### src/rtl/freq_gate_counter.sv
// freq_gate_counter: counts rising edges of a selected, synchronised test clock over a fixed gate window.
module freq_gate_counter #(
  parameter int GATE_CYCLES = 1000000,
  parameter int CNT_W = 20
) (
  input  logic             clk,
  input  logic             rst_n,
  input  logic [4:0]       sig_in,
  input  logic [2:0]       sel,
  input  logic             start,
  input  logic             cont,
  output logic [CNT_W-1:0] freq_out,
  output logic             valid,
  output logic             overflow,
  output logic             busy
);
  typedef enum logic [1:0] {IDLE, SETTLE, GATE, DONE} state_t;
  localparam int TW = $clog2(GATE_CYCLES + 4);
  state_t state, nxt;
  logic [2:0] sel_q;
  logic [7:0] sig_x;
  logic sync1, sync2, prev, rise, latch, t_end, ovf, ovf_q;
  logic [TW-1:0] t;
  logic [CNT_W-1:0] cnt, res;
  assign sig_x = {3'b000, sig_in};
  assign rise = sync2 & ~prev;
  assign t_end = (state == SETTLE) ? (t == TW'(2)) : (t == TW'(GATE_CYCLES - 1));
  assign valid = state == DONE;
  assign busy = state != IDLE;
  // the result is visible combinationally in DONE so it lines up with valid
  assign freq_out = valid ? cnt : res;
  assign overflow = valid ? ovf : ovf_q;
  always_comb begin
    nxt = state;
    latch = 1'b0;
    case (state)
      IDLE: if (start | cont) begin nxt = SETTLE; latch = 1'b1; end
      SETTLE: if (t_end) nxt = GATE;
      GATE: if (t_end) nxt = DONE;
      default: begin nxt = cont ? SETTLE : IDLE; latch = cont; end
    endcase
  end
  always_ff @(posedge clk or negedge rst_n) begin
    if (!rst_n) begin
      state <= IDLE;
      sel_q <= '0;
      {sync1, sync2, prev} <= '0;
      t <= '0;
      cnt <= '0;
      res <= '0;
      ovf <= 1'b0;
      ovf_q <= 1'b0;
    end else begin
      state <= nxt;
      sync1 <= sig_x[sel_q];
      sync2 <= sync1;
      prev <= sync2;
      if (latch) sel_q <= sel;
      t <= (nxt != state || state == IDLE) ? '0 : t + 1'b1;
      if (state == DONE) begin
        res <= cnt;
        ovf_q <= ovf;
        cnt <= '0;
        ovf <= 1'b0;
      end else if (state == GATE && rise) begin
        if (&cnt) ovf <= 1'b1;
        else cnt <= cnt + 1'b1;
      end
    end
  end
endmodule

### config.mk
export PLATFORM = sky130hd
export DESIGN_NAME = freq_gate_counter
export DESIGN_NICKNAME = d
export VERILOG_FILES = /design/src/rtl/freq_gate_counter.sv
export SDC_FILE = /design/constraint.sdc
export NUM_CORES = 1
export LEC_CHECK = 0
export CAP_MARGIN = 5
export CORE_MARGIN = 2
export CORE_UTILIZATION = 57
export DETAILED_ROUTE_END_ITERATION = 10
export DONT_BUFFER_PORTS = 1
export PLACE_DENSITY = 0.75
export SLEW_MARGIN = 20
export SYNTH_ARGS = -nofsm -noshare
export SYNTH_HDL_FRONTEND = slang
export SYNTH_SLANG_ARGS = --single-unit
### constraint.sdc
create_clock -name clk -period 1.78 [get_ports clk]
set_clock_uncertainty 0.1 [all_clocks]
set_input_delay 0.267 -clock clk [delete_from_list [all_inputs] [get_ports clk]]
set_output_delay 0.267 -clock clk [all_outputs]
set_load 0.02 [all_outputs]
==> impl_metrics.py, run 1 <==
metrics = {
    "place": {
        "post_dp_cell_area_um2": 3960,
        "portBuffers": 0,
        "dp_hpwl_um": 5300,
        "pre_cts_slack_ps": -69.6,
        "gp_congestion": 0.915,
    },
    "status": {
        "violations": "hold timing, setup timing",
        "outcome": "complete, but fails checks",
    },
    "floorplan": {
        "dieArea_um2": 6720,
        "rows": 28,
        "die_y_um": 82.0,
        "io_pins": 35,
        "die_w_um": 82.0,
        "initial_core_util": 0.589,
        "core_area_um2": 5890,
    },
    "logic_synthesis": {
        "syn_nets": 377,
        "synth_area_leaders": "dfrtp_1 (51%), nand2_1 (10%), xnor2_1 (3.3%), a21oi_1 (3.2%), mux2i_1 (3.2%)",
        "synthCells": 363,
        "yosysUniqueCellTypes": 48,
        "yosysTopAreaCell": "dfrtp_1",
        "syn_area_per_cell_um2": 9.55,
        "ys_warn_count": 0,
        "synth-seq-cells": 70,
        "syn_area_um2": 3470,
        "seq_area_frac_synth": 0.505,
        "netlist.area_leader.share": 0.505,
    },
    "timing": {
        "finalHoldViolations": 70,
        "worst_slew_pin_slew_ps": 468,
        "slew_violations": 0,
        "min_period_over_period": 1.06,
        "fin_ws_ps": -107,
        "hold_slack_ps": -493,
        "grt_setup_unrepaired": "yes",
        "timing.fmax_mhz": 530,
        "setup_violations": 25,
        "slew_headroom": 0.685,
        "finalCriticalPeriod_ps": 1890,
    },
    "global_routing": {
        "first_global_vias": 2930,
        "antenna_found_initial": 0,
        "gr-usage-all-layers": 0.259,
        "overflow": 0,
        "grt_pass1_wl_um": 13200,
        "grt_max_degree": 71,
    },
    "clock_network": {
        "cts.clk_slew.worst_paths_ps": 80,
        "clockBufferDepth": 2,
        "tritoncts": "built",
        "cts_inserted_buffers": 9,
        "cts_root_buffer": "clkbuf_8",
        "h-tree-depth": 3,
        "holdBufCountCts": 4,
        "clock_latency_ps": 340,
        "cts.sinks": 70,
    },
    "critical_path": {
        "critPathSlowestCell": "or4_1",
        "worst-setup-path-type": "reg2reg",
        "worstSetupEndpointType": "flip-flop",
        "worstPathArrival_ps": 2060,
        "required_ps": 1950,
        "cp_max_fo": 4,
        "critPathMaxStageDelay_ps": 500,
        "worst_setup_path_start_kind": "flip-flop",
        "path_cells": "ha_4 > nand3_2 > or3_4 > or4_1 > a21oi_1",
    },
    "drt": {
        "wirelength_um": 9860,
        "avgViaCountPerCell": 6.18,
        "drtPass1Iterations": 7,
        "drc": 0,
        "avgRoutedWirePerCell_um": 19.1,
        "vias": 3195,
        "ant_nets": 0,
        "drt_iter0_markers": 257,
    },
    "job": {
        "max_cap_viol_count": 0,
    },
    "cells_and_area": {
        "design_area_um2": 4840,
        "layout_common_cells": "dfrtp_1 (64), buf_4 (58), nand2_1 (54)",
        "final_common_cell": "dfrtp_1",
        "layout.nets": 451,
        "synthToLayoutAreaGrowth_pct": 39.6,
        "drive_gt1_frac": 0.389,
        "antennaDiodeCount": 0,
    },
    "hold_path": {
        "hold_path_class": "in2async",
    },
    "power": {
        "powerDensity_nw_per_um2": 709,
        "total_leakage_power_nw": 2.31,
        "vdd_drop_max_uv": 530,
    },
}
registers in the layout, indices dropped and copies added (netlist names):
signal,flops
res,20
prev,1
sel_q,3
t,20
sync1,1
ovf_q,1
ovf,1
state,2
cnt,20
sync2,1
routing by layer:
layer,up-vias,GRT usage,share of wire
met4,0,0.127,0.028
li1,1450,-,-
met5,-,0,0
met1,1573,0.318,0.39
met2,142,0.441,0.53
met3,30,0.0407,0.050
cell families (layout without fill, tap and decap cells):
logic type                 after synthesis  in the layout  synth area share
and+or+nand+nor                        176            176             0.258
DFF                                     70             70             0.505
AOI/OAI and AO/OA                       59             59             0.114
buffers and inverters                   26            105            0.0296
xor gates and xnor gates                15             15            0.0379
muxes                                   15             15            0.0480
adders and majority gates                2              2           0.00722
area by class of cell:
type	count	area [µm²]
multi-input combinational	267	2010
sequential	70	1760
fill	323	1040
timing repair buffer	80	731
clock buffer	9	124
tap	75	93.8
clock inverter	7	72.6
inverter	9	46.3
cell usage after synthesis (all sizes together):
library cell	instances
or4	5
a41o	5
and2	2
nor3b	1
nor2b	1
mux4	1
a21boi	1
xnor2	13
dfrtp	70
a31oi	5
nor2	15
inv	9
nor3	6
nor4	9
a41oi	1
clkbuf	11
a32oi	1
nand4	12
o32ai	1
ha	2
nand3	11
nand2	92
nor4bb	1
o211ai	2
nand2b	7
buf	6
a22oi	3
o2111ai	3
and3	3
o21ai	6
a21oi	22
and4	4
mux2	3
or2	2
mux2i	11
xor2	2
o31ai	4
or3	4
a21o	1
a2111oi	1
a211oi	3
nand4bb	1
through the flow:
step | std cells | hold WS, ps | total power, W | setup TNS [ps] | utilization
after floorplan | 363 | -129 | 0.00190 | -583 | -
after global placement | 476 | -127 | 0.00203 | -1.18 | 0.672
after detailed placement | 476 | -127 | 0.00205 | -97.8 | 0.672
after CTS | 502 | -502 | 0.00333 | -38.1 | 0.739
after global routing | 517 | -508 | 0.00355 | -2600 | 0.822
final | 517 | -493 | 0.00343 | -938 | 0.822
worst max-delay path: cells and delay by family, from the launching register on:
| kind | cells | cell delay, ps |
|---|---|---|
| adders and majority gates | 1 | 160 |
| DFF | 1 | 400 |
| AOI/OAI and AO/OA | 1 | 160 |
| and+or+nand+nor | 3 | 990 |
path summary, 6_finish.rpt:
path                           start  endpoint  slack (ps)  cells past startpoint
setup / recovery              cnt[1]   cnt[10]        -110                      5
hold / removal                 rst_n   res[10]        -490                      0
setup reg to reg              cnt[1]   cnt[10]        -110                      5
hold reg to reg                sync1     sync2         250                      0
max in group asynchronous      rst_n  state[1]        1960                      0
min in group clk           sig_in[0]     sync1         230                      3
power breakdown:
group          internal [W]  switching, W
logic              0.000193      0.000209
registers           0.00165     0.0000604
clock network      0.000650      0.000665
timing repair:
| item | CTS | global route |
|---|---|---|
| pin swaps | 3 | 31 |
| resized for setup | 34 | 82 |
| cloned | 1 | 5 |
| hold endpoints to repair | 74 | 70 |
| setup buffers | 5 | 10 |
| setup endpoints to repair | 26 | 60 |
Power figures use the tool's default switching activity.
==> run 2: changes to the inputs <==
Settings changed: CORE_UTILIZATION 57 to 59, CTS_BUF_LIST from default to sky130_fd_sc_hd__clkbuf_4, PLACE_DENSITY 0.75 to 0.78.
==> impl_metrics.py, run 2 (synthesis results as in run 1) <==
metrics = {
    "timing": {
        "grt_setup_unrepaired": "yes",
        "setup_violations": 36,
        "slew_violations": 0,
        "min_period_over_period": 1.08,
        "finalHoldViolations": 70,
        "timing.fmax_mhz": 522,
        "finalSetupTns_ps": -3000,
        "fin_ws_ps": -135,
        "worst_slew_pin_slew_ps": 588,
        "finalCriticalPeriod_ps": 1920,
        "slew_headroom": 0.606,
        "hold_slack_ps": -615,
    },
    "cells_and_area": {
        "reg.largest.list": "cnt: 20 flops, res: 20 flops, t: 20 flops",
        "drive_gt1_frac": 0.434,
        "antennaDiodeCount": 0,
        "layout.nets": 451,
        "design_area_um2": 5010,
        "synthToLayoutAreaGrowth_pct": 44.4,
        "layout_common_cells": "dfrtp_1 (63), buf_4 (61), nand2_1 (50)",
        "final_common_cell": "dfrtp_1",
    },
    "drt": {
        "wl_met2_um": 5950,
        "wirelength_um": 11800,
        "top_layer_used": "met4",
        "drt_iter0_markers": 464,
        "avgRoutedWirePerCell_um": 23.0,
        "vias": 3517,
        "avgViaCountPerCell": 6.84,
        "ant_nets": 0,
        "met1_length_um": 4360,
        "drc": 0,
        "wl_met3_um": 871,
        "drtPass1Iterations": 5,
    },
    "floorplan": {
        "die_w_um": 80.7,
        "rows": 27,
        "dieArea_um2": 6510,
        "die_y_um": 80.7,
        "initial_core_util": 0.622,
        "core_area_um2": 5570,
        "io_pins": 35,
    },
    "global_routing": {
        "grt_pass1_wl_um": 14800,
        "overflow": 0,
        "grt_max_degree": 71,
        "first_global_vias": 3076,
        "gr-usage-all-layers": 0.306,
        "antenna_found_initial": 0,
    },
    "critical_path": {
        "critPathBufInv": 3,
        "required_ps": 1410,
        "critPathSlowestCell": "dfrtp_1",
        "worstSetupEndpointType": "output port",
        "cpLargestDelayFamily": "flip-flops",
        "critPathMaxStageDelay_ps": 440,
        "worst-setup-path-type": "reg2out",
        "cp_max_fo": 8,
        "crit_cells": 6,
        "rr_worst_depth": 4,
        "path_cells": "buf_6 > nand2_8 > clkinv_8 > clkbuf_16 > nand2_2 > nand2_4",
        "worst_setup_path_start_kind": "flip-flop",
        "worstPathArrival_ps": 1550,
    },
    "hold_path": {
        "hold_path_class": "in2async",
    },
    "place": {
        "post_dp_cell_area_um2": 3960,
        "gp_congestion": 0.936,
        "portBuffers": 0,
        "dp_hpwl_um": 5220,
    },
    "clock_network": {
        "holdBufCountCts": 4,
        "cts.clk_slew.worst_paths_ps": 140,
        "tritoncts": "built",
        "clock_latency_ps": 450,
        "cts_inserted_buffers": 9,
        "cts_root_buffer": "clkbuf_4",
        "cts.sinks": 70,
        "h-tree-depth": 3,
        "clockBufferDepth": 2,
    },
    "power": {
        "powerDensity_nw_per_um2": 734,
        "vdd_drop_max_uv": 757,
        "finalPower_w": 0.00367,
        "total_leakage_power_nw": 2.38,
    },
    "status": {
        "outcome": "complete, but fails checks",
        "violations": "hold timing, setup timing",
    },
    "job": {
        "max_cap_viol_count": 0,
    },
}
-- run 2: stage by stage --
| step | worst slack [ps] | cells | utilization |
|---|---|---|---|
| after floorplan | -26.7 | 363 | - |
| after global placement | 17.5 | 471 | 0.711 |
| after detailed placement | -27.5 | 471 | 0.711 |
| after CTS | -63.0 | 499 | 0.807 |
| after global routing | -219 | 514 | 0.898 |
| final | -135 | 514 | 0.898 |
-- run 2: power breakdown --
part / total, W / switching [W] / leakage, nW / internal (W)
Sequential: 0.00176 / 0.0000993 / 0.928 / 0.00166
Clock: 0.00135 / 0.000630 / 0.0926 / 0.000724
Combinational: 0.000564 / 0.000303 / 1.36 / 0.000262
Total: 0.00367 / 0.00103 / 2.38 / 0.00264
-- run 2: final cells by class --
| cell class | instances | area [µm²] |
|---|---|---|
| fillers | 215 | 568 |
| clock buffers | 10 | 75.1 |
| well taps | 72 | 90.1 |
| inverters | 9 | 46.3 |
| clock inverters | 6 | 110 |
| flip-flops and latches | 70 | 1760 |
| multi-input cells | 267 | 2170 |
| repair buffers | 80 | 753 |
-- run 2: path summary, 6_finish.rpt --
path / from / endpoint / slack (ps)
worst max-delay path: state[0] / freq_out[16] / -140
worst min-delay path: rst_n / res[17] / -620
worst max register to register: prev / cnt[10] / -130
worst min register to register: sync1 / sync2 / 260
max in group asynchronous: rst_n / state[1] / 2030
min in group clk: start / sel_q[0] / 140
-- run 2: what timing repair did --
action | CTS | global route
setup buffers | 6 | 16
gates resized for setup | 56 | 88
hold endpoints to repair | 74 | 70
setup endpoints to repair | 33 | 62
pin swaps | 18 | 26
gates cloned | 2 | 1
-- run 2: worst reg2reg max path, cell delays in order, from the launching register on --
cell	delay [ps]
dfrtp_1	450
nand4bb_4	260
or3_4	420
or4_4	500
a21oi_2	130
-- run 2: routing by layer --
| layer | vias to the layer above | GRT usage |
|---|---|---|
| met5 | - | 0 |
| met4 | 0 | 0.125 |
| met3 | 63 | 0.0584 |
| met2 | 250 | 0.531 |
| met1 | 1758 | 0.372 |
| li1 | 1446 | - |
==> run 3: changes to the inputs <==
Settings changed: ABC_AREA from default to 1.
==> impl_metrics.py, run 3 <==
metrics = {
    "timing": {
        "slew_violations": 0,
        "fin_ws_ps": -92.3,
        "finalHoldViolations": 70,
        "grt_setup_unrepaired": "yes",
        "worst_slew_pin_slew_ps": 384,
        "finalSetupTns_ps": -560,
        "finalCriticalPeriod_ps": 1870,
        "hold_slack_ps": -577,
        "min_period_over_period": 1.05,
        "slew_headroom": 0.742,
        "timing.fmax_mhz": 534,
        "setup_violations": 19,
    },
    "logic_synthesis": {
        "seq_area_frac_synth": 0.481,
        "synth_ff_type": "dfrtp_1",
        "synthCells": 458,
        "syn_area_um2": 3640,
        "synth_common_cells": "nand2_1 (124), dfrtp_1 (70), nor2_1 (61)",
        "yosysTopAreaCell": "dfrtp_1",
        "yosysMostFrequentCell": "nand2_1",
        "synth-seq-cells": 70,
        "async_flop_share": 1.00,
        "ys_warn_count": 0,
        "syn_nets": 472,
        "syn_area_per_cell_um2": 7.95,
        "netlist.area_leader.share": 0.481,
        "synth_area_leaders": "dfrtp_1 (48%), nand2_1 (13%), nor2_1 (6.3%), nand3_1 (4.4%), inv_1 (4.1%)",
        "synth_edf_count": 0,
        "yosysUniqueCellTypes": 32,
    },
    "clock_network": {
        "holdBufCountCts": 5,
        "h-tree-depth": 3,
        "clock_latency_ps": 420,
        "clockBufferDepth": 2,
        "cts_inserted_buffers": 9,
        "tritoncts": "built",
        "cts_root_buffer": "clkbuf_4",
        "cts.sinks": 70,
        "cts.clk_slew.worst_paths_ps": 120,
    },
    "floorplan": {
        "die_w_um": 82.5,
        "die_y_um": 82.5,
        "io_pins": 35,
        "initial_core_util": 0.611,
        "dieArea_um2": 6810,
        "rows": 28,
        "core_area_um2": 5960,
    },
    "drt": {
        "vias": 3211,
        "drt_iter0_markers": 275,
        "wirelength_um": 8240,
        "avgRoutedWirePerCell_um": 14.3,
        "avgViaCountPerCell": 5.58,
        "drtPass1Iterations": 5,
        "drc": 0,
        "ant_nets": 0,
    },
    "cells_and_area": {
        "synthToLayoutAreaGrowth_pct": 21.5,
        "antennaDiodeCount": 0,
        "final_common_cell": "nand2_1",
        "reg.largest.list": "cnt: 20 flops, res: 20 flops, t: 20 flops",
        "fill_cells": 417,
        "final_core_utilization": 0.743,
        "layout.nets": 509,
        "layout_common_cells": "nand2_1 (115), dfrtp_1 (69), nor2_1 (58)",
        "drive_gt1_frac": 0.216,
        "fin_cells": 575,
    },
    "critical_path": {
        "cpLargestDelayFamily": "buffers and inverters",
        "worst_setup_path_start_kind": "flip-flop",
        "required_ps": 1410,
        "cp_max_fo": 6,
        "path_cells": "nand2_4 > buf_12 > buf_8 > o21ai_4 > buf_6",
        "critPathMaxStageDelay_ps": 410,
        "worst-setup-path-type": "reg2out",
        "worstPathArrival_ps": 1510,
        "critPathSlowestCell": "dfrtp_1",
        "worstSetupEndpointType": "output port",
        "critPathBufInv": 3,
    },
    "status": {
        "outcome": "complete, but fails checks",
        "violations": "hold timing, setup timing",
    },
    "global_routing": {
        "gr-usage-all-layers": 0.262,
        "grt_max_degree": 71,
        "antenna_found_initial": 0,
        "first_global_vias": 2924,
        "grt_pass1_wl_um": 13400,
        "overflow": 0,
    },
    "power": {
        "vdd_drop_max_uv": 1100,
        "powerDensity_nw_per_um2": 1060,
        "total_leakage_power_nw": 1.97,
    },
    "place": {
        "portBuffers": 0,
        "gp_congestion": 0.940,
        "dp_hpwl_um": 5590,
        "placed_cells": 546,
    },
    "job": {
        "max_cap_viol_count": 0,
    },
    "hold_path": {
        "hold_path_class": "in2async",
    },
}
==> run 3: stage by stage <==
step	worst slack, ps	cell area, µm²	hold slack [ps]	power (W)
2_1_floorplan	-16.2	3640	-129	0.00293
3_3_place_gp	80.7	3890	-126	0.00327
3_5_place_dp	42.4	3890	-126	0.00331
4_1_cts	-126	4320	-594	0.00458
5_1_grt	-151	4420	-624	0.00496
6_report	-92.3	4420	-577	0.00467
==> run 3: final timing paths <==
| check | slack, ps | depth (start not counted) | endpoint | from |
|---|---|---|---|---|
| worst max-delay path | -90 | 5 | freq_out[6] | state[0] |
| worst min-delay path | -580 | 0 | t[1] | rst_n |
| worst max register to register | -20 | 9 | cnt[19] | cnt[6] |
| worst min register to register | 260 | 0 | sync2 | sync1 |
| max in group asynchronous | 2010 | 0 | res[5] | rst_n |
| min in group clk | 40 | 4 | state[0] | start |
==> run 3: cell families (layout without fill, tap and decap cells) <==
kind of cell	after synthesis	in the layout	synth area share
buf+inv	57	99	0.0691
compound gates	54	54	0.0894
flops	70	70	0.481
fa+ha+maj	2	2	0.00687
simple gates	259	259	0.315
xor+xnor	16	16	0.0385
==> run 3: layout make-up <==
class	count	area, µm²	area share
inverter	46	178	0.0402
tap	75	93.8	0.0212
sequential	70	1750	0.396
timing repair buffer	37	404	0.0914
clock buffer	9	67.6	0.0153
multi-input combinational	331	1850	0.419
clock inverter	7	73.8	0.0167
==> run 3: worst reg2reg max path: cells and delay by family (launching register included) <==
family / cells / cell delay, ps
AO/OA/AOI/OAI: 1 / 70
buffers and inverters: 2 / 280
flip-flops: 1 / 430
AND/OR/NAND/NOR: 6 / 860
==> run 3: power by group <==
group / internal [W] / switching, W / total (W)
sequential: 0.00178 / 0.000109 / 0.00189
combinational: 0.000683 / 0.00107 / 0.00176
clock: 0.000428 / 0.000596 / 0.00102
==> run 3: routing by layer <==
layer / global-route usage / part of all wire
met5: 0 / 0
met4: 0.100 / 0.019
met3: 0.0641 / 0.069
met2: 0.401 / 0.46
met1: 0.363 / 0.45
==> run 3: repair_timing <==
action                                  in CTS  in global routing
setup buffers                                4                  2
endpoints found under the hold margin       75                 70
cloned                                       2                  0
endpoints found under the setup margin      22                 42
pin swaps                                    4                  6
resized for setup                           41                 25
